[config.mk]
export PLATFORM = sky130hd
export DESIGN_NAME = async_fifo_rd_ctrl
export DESIGN_NICKNAME = d
export VERILOG_FILES = /design/src/rtl/async_fifo_rd_ctrl.sv
export SDC_FILE = /design/constraint.sdc
export NUM_CORES = 1
export LEC_CHECK = 0
export CAP_MARGIN = 20
export CORE_AREA = 2 2 54 56
export DETAILED_ROUTE_END_ITERATION = 7
export DIE_AREA = 0 0 56 58
export PLACE_DENSITY_LB_ADDON = 0.25
export SETUP_SLACK_MARGIN = 0.02
export SYNTH_ARGS = -nofsm -noshare
export SYNTH_HDL_FRONTEND = slang
export SYNTH_SLANG_ARGS = --single-unit
[constraint.sdc]
create_clock -name rclk -period 4 [get_ports rclk]
set_input_delay 0.6 -clock rclk [delete_from_list [all_inputs] [get_ports rclk]]
set_output_delay 0.6 -clock rclk [all_outputs]
set_load 0.01 [all_outputs]
[src/rtl/async_fifo_rd_ctrl.sv]
// Read-domain controller for the dual-clock Gray-pointer FIFO: write-pointer sync, read pointer, level and flags.
// Optional sticky underflow flag is enabled by defining FIFO_RD_UNDERFLOW_EN.
module async_fifo_rd_ctrl #(
  parameter int ADDR_W      = 4,
  parameter int SYNC_STAGES = 2   // legal range 2..4
) (
  input  logic              rclk,
  input  logic              rst_n,
  input  logic              rd_en,
  input  logic [ADDR_W:0]   ae_thresh,
  input  logic [ADDR_W:0]   wr_gray_async,
  input  logic              underflow_clr,
  output logic              rd_fire,
  output logic [ADDR_W-1:0] rd_addr,
  output logic [ADDR_W:0]   rd_gray,
  output logic [ADDR_W:0]   rd_level,
  output logic              fifo_empty,
  output logic              fifo_almost_empty,
  output logic              underflow
);

  localparam int PW = ADDR_W + 1;

  logic [SYNC_STAGES-1:0][PW-1:0] r_sync;
  logic [PW-1:0]                  w_wr_gray_s;
  logic [PW-1:0]                  w_wr_bin_s;
  logic [PW-1:0]                  r_rd_bin;
  logic [PW-1:0]                  w_rd_bin_nxt;
  logic [PW-1:0]                  r_rd_gray;
  logic [PW-1:0]                  w_level_nxt;
  logic [PW-1:0]                  r_rd_level;
  logic                           r_empty;
  logic                           r_almost_empty;

  always_ff @(posedge rclk or negedge rst_n) begin
    if (!rst_n) begin
      r_sync <= '0;
    end else begin
      r_sync <= {r_sync[SYNC_STAGES-2:0], wr_gray_async};
    end
  end

  assign w_wr_gray_s = r_sync[SYNC_STAGES-1];

  // Each binary bit is the XOR of all Gray bits at and above it.
  genvar gi;
  generate
    for (gi = 0; gi <= ADDR_W; gi++) begin : g_gray2bin
      assign w_wr_bin_s[gi] = ^w_wr_gray_s[ADDR_W:gi];
    end
  endgenerate

  assign rd_fire      = rd_en & ~r_empty;
  assign w_rd_bin_nxt = r_rd_bin + PW'(rd_fire);
  // Modular subtraction absorbs pointer wrap on either side.
  assign w_level_nxt  = w_wr_bin_s - w_rd_bin_nxt;

  always_ff @(posedge rclk or negedge rst_n) begin
    if (!rst_n) begin
      r_rd_bin       <= '0;
      r_rd_gray      <= '0;
      r_rd_level     <= '0;
      r_empty        <= 1'b1;
      r_almost_empty <= 1'b1;
    end else begin
      r_rd_bin       <= w_rd_bin_nxt;
      r_rd_gray      <= w_rd_bin_nxt ^ (w_rd_bin_nxt >> 1);
      r_rd_level     <= w_level_nxt;
      r_empty        <= (w_level_nxt == '0);
      r_almost_empty <= (w_level_nxt <= ae_thresh);
    end
  end

  assign rd_addr           = r_rd_bin[ADDR_W-1:0];
  assign rd_gray           = r_rd_gray;
  assign rd_level          = r_rd_level;
  assign fifo_empty        = r_empty;
  assign fifo_almost_empty = r_almost_empty;

`ifdef FIFO_RD_UNDERFLOW_EN
  logic r_underflow;

  // Set has priority over clear so an attempt in the clearing cycle is not lost.
  always_ff @(posedge rclk or negedge rst_n) begin
    if (!rst_n) begin
      r_underflow <= 1'b0;
    end else if (rd_en & r_empty) begin
      r_underflow <= 1'b1;
    end else if (underflow_clr) begin
      r_underflow <= 1'b0;
    end
  end

  assign underflow = r_underflow;
`else
  logic w_unused_clr;

  assign w_unused_clr = underflow_clr;
  assign underflow    = 1'b0;
`endif

endmodule

==> impl_metrics.env <==
export IMPL_top_level_ports=32
export IMPL_startpoint_type="primary input"
export IMPL_p_leak_uw=0.000719
export IMPL_switchingPower_uw=511
export IMPL_status="finished, final reports clean"
export IMPL_synth_seq_cells=26
export IMPL_core_rowCount=19
export IMPL_min_path_type="reg -> reg"
export IMPL_path_max_fanout=4
export IMPL_fmax_mhz=300
export IMPL_reg2reg_depth=12
export IMPL_irDropWorstVdd_v=0.000449
export IMPL_powerDensity_nw_per_um2=915
export IMPL_ctsHtreeMaxLevel=1
export IMPL_synth_area_um2=1160
export IMPL_fp_dieW_um=56
export IMPL_numCtsBuffers=3
export IMPL_die_h_um=58
export IMPL_synth_seq_area_share=0.564
export IMPL_synth_edff_count=0
export IMPL_syn_avg_cell_area_um2=13.3
export IMPL_antenna_found_initial=0
export IMPL_dr_first_iter_drc_count=4
export IMPL_start_util=0.435
export IMPL_cts_tree="yes"
export IMPL_nets=146
export IMPL_synth_flop_cell="dfrtp_1"
export IMPL_cpMaxStageDelayCell="clkdlybuf4s50_1"
export IMPL_hold_path_startpoint="r_sync[1]"
export IMPL_dieArea_um2=3250
export IMPL_fin_area_um2=1550
export IMPL_cts_resized_gates=0
export IMPL_vias=726
export IMPL_drt_total_wl_mm=1.85
export IMPL_max_cap_violations=0
export IMPL_switching_share=0.361
export IMPL_crit_family="adder cells"
export IMPL_grt_usage=0.138
export IMPL_areaGrowthSynthToFinish_pct=33.6
export IMPL_hold_violations=0
export IMPL_io_buffers=29
export IMPL_tns_ps=0
export IMPL_intPower_uw=904
export IMPL_hold_path_end="w_wr_gray_s[1]"
export IMPL_clk_latency_ps=320
export IMPL_synth_top_area_frac=0.519
export IMPL_grt_pass1_wl_mm=3.39
export IMPL_finalCriticalPeriod_ps=3330
export IMPL_grt_max_degree=16
export IMPL_worstMarginPinSlew_ps=650
export IMPL_synthDistinctLibCells=26
export IMPL_syn_num_nets=112
export IMPL_critPathCaptureType="register"
export IMPL_setup_violations=0
export IMPL_gp_congestion=0.746
export IMPL_synth_top_cell_by_area="dfrtp_1"
export IMPL_drc=0
export IMPL_num_antenna_cells=0
export IMPL_core_area_um2=2660
export IMPL_worst_path_buf_inv=2
export IMPL_dp_cells=147
export IMPL_clockPowerShare=0.126
export IMPL_post_drt_wl_per_cell_um=12.2
export IMPL_worstPathArrival_ps=3600
export IMPL_syn_inst=87
export IMPL_r2r_end="fifo_almost_empty"
export IMPL_clockRootBuffer="clkbuf_4"
export IMPL_synth_warnings=0
export IMPL_post_cts_buffers=0
export IMPL_drv_slew=0
export IMPL_r2r_slack_ps=820
export IMPL_critical_path_class="in -> reg"
export IMPL_place_area_um2=1490
export IMPL_finalClockSkew_ps=10.3
export IMPL_clkSinkCount=26
export IMPL_rr_startpoint="w_wr_gray_s[4]"
export IMPL_drtPass1Iterations=3
export IMPL_dpl_hpwl_mm=1.44
export IMPL_drive_above_1_share=0.0917
export IMPL_seqPwrFrac=0.293
export IMPL_grt_pass1_vias=751
export IMPL_rsz0062_at_grt="false"
export IMPL_via_per_inst=4.81
export IMPL_pwr_share_comb=0.580
export IMPL_required_ps=4270
export IMPL_critPathMaxStageDelay_ps=450
export IMPL_cp_cell_sequence="clkdlybuf4s50_1 > nor2b_1 > nand2_1 > xor2_1 > inv_1 > fa_1 > nand2b_1 > a21oi_1 > xnor3_1 > ha_1 > mux2i_1 > a21o_1"
export IMPL_overflow=0
export IMPL_final_cells=151
export IMPL_hold_depth=0
export IMPL_ys_async_sr_fraction=1.00
export IMPL_synthTopCellsByArea="dfrtp_1, ha_1, dfstp_2, xnor2_1, xor2_1"
export IMPL_postCtsHoldBufs=0
export IMPL_fin_crit_sh=0.833
export IMPL_slew_headroom=0.565
export IMPL_path_clk_slew_ps=140
export IMPL_antenna_left=0
export IMPL_clockBufferDepth=2
-- flip-flops by register name, summed over array words and instances, names as in the netlist --
signal and flops:
fifo_almost_empty 1, fifo_empty 1, r_rd_bin 5, r_sync 5
rd_gray 4, rd_level 5, w_wr_gray_s 5
-- placed cells by master, fill, tap and decap left out, types with 2 or more instances in the layout --
cell,count
clkdlybuf4s50_1,29
dfrtp_1,24
inv_1,11
ha_1,10
xnor2_1,5
xor2_1,5
nor2b_1,3
nor2_1,3
clkbuf_4,3
xor2_2,2
nand4_1,2
xnor2_2,2
o21a_1,2
o21ai_0,2
or3_1,2
dfstp_2,2
-- cells by family after synthesis --
| kind of cell | Yosys count | share of synthesized area |
|---|---|---|
| other cells | 1 | 0.00324 |
| simple gates | 14 | 0.0659 |
| buf+inv | 12 | 0.0422 |
| flops | 26 | 0.564 |
| fa+ha+maj | 11 | 0.125 |
| mux | 1 | 0.00865 |
| compound gates | 7 | 0.0389 |
| xor+xnor | 15 | 0.151 |
-- worst max-delay path by stage --
stage,from,end,slack [ps],cells after the start
floorplan,rd_en,fifo_almost_empty,950,11
global placement,rd_en,fifo_almost_empty,360,12
detailed placement,rd_en,fifo_almost_empty,320,12
CTS,rd_en,fifo_almost_empty,630,12
global route,rd_en,fifo_almost_empty,470,12
finish,rd_en,fifo_almost_empty,670,12
-- layer usage --
layer,wire [um],GRT usage,share of wire,vias to the layer above
met1,726,0.174,0.39,363
li1,-,-,-,340
met3,89,0.0246,0.048,4
met2,1000,0.237,0.54,19
met4,28,0.0612,0.015,0
met5,0,0,0,-
-- cell usage after synthesis, types with 2 or more instances --
library cell   n
or3_1          2
nor2b_1        3
xor2_2         2
xnor2_1        5
xnor2_2        2
dfrtp_1       24
o21ai_0        2
nor2_1         3
dfstp_2        2
xor2_1         5
o21a_1         2
ha_1          10
inv_1         11
nand4_1        2
-- metrics by stage --
stage	worst slack [ps]	total power, uW	util	hold WS, ps
2_1_floorplan	951	950	-	304
6_report	670	1410	0.581	366
5_1_grt	465	1550	0.581	376
3_5_place_dp	315	1250	0.561	336
3_3_place_gp	360	1220	0.555	331
4_1_cts	628	1440	0.581	367
-- layout make-up --
type                            count  area (um^2)
Clock buffer                        3         22.5
Clock inverter                      1         30.0
Fill cell                         248         1120
Inverter                           11         41.3
Multi-Input combinational cell     49          455
Sequential cell                    26          653
Tap cell                           31         38.8
Timing Repair Buffer               30          305
-- power by group through the flow --
stage	Clock [uW]	Sequential, uW	Combinational [uW]
final	179	415	821
after global routing	196	430	929
after CTS	184	418	839
after detailed placement	0	424	823
after global placement	0	418	805
after floorplan	0	461	489
Power figures use the tool's default switching activity.
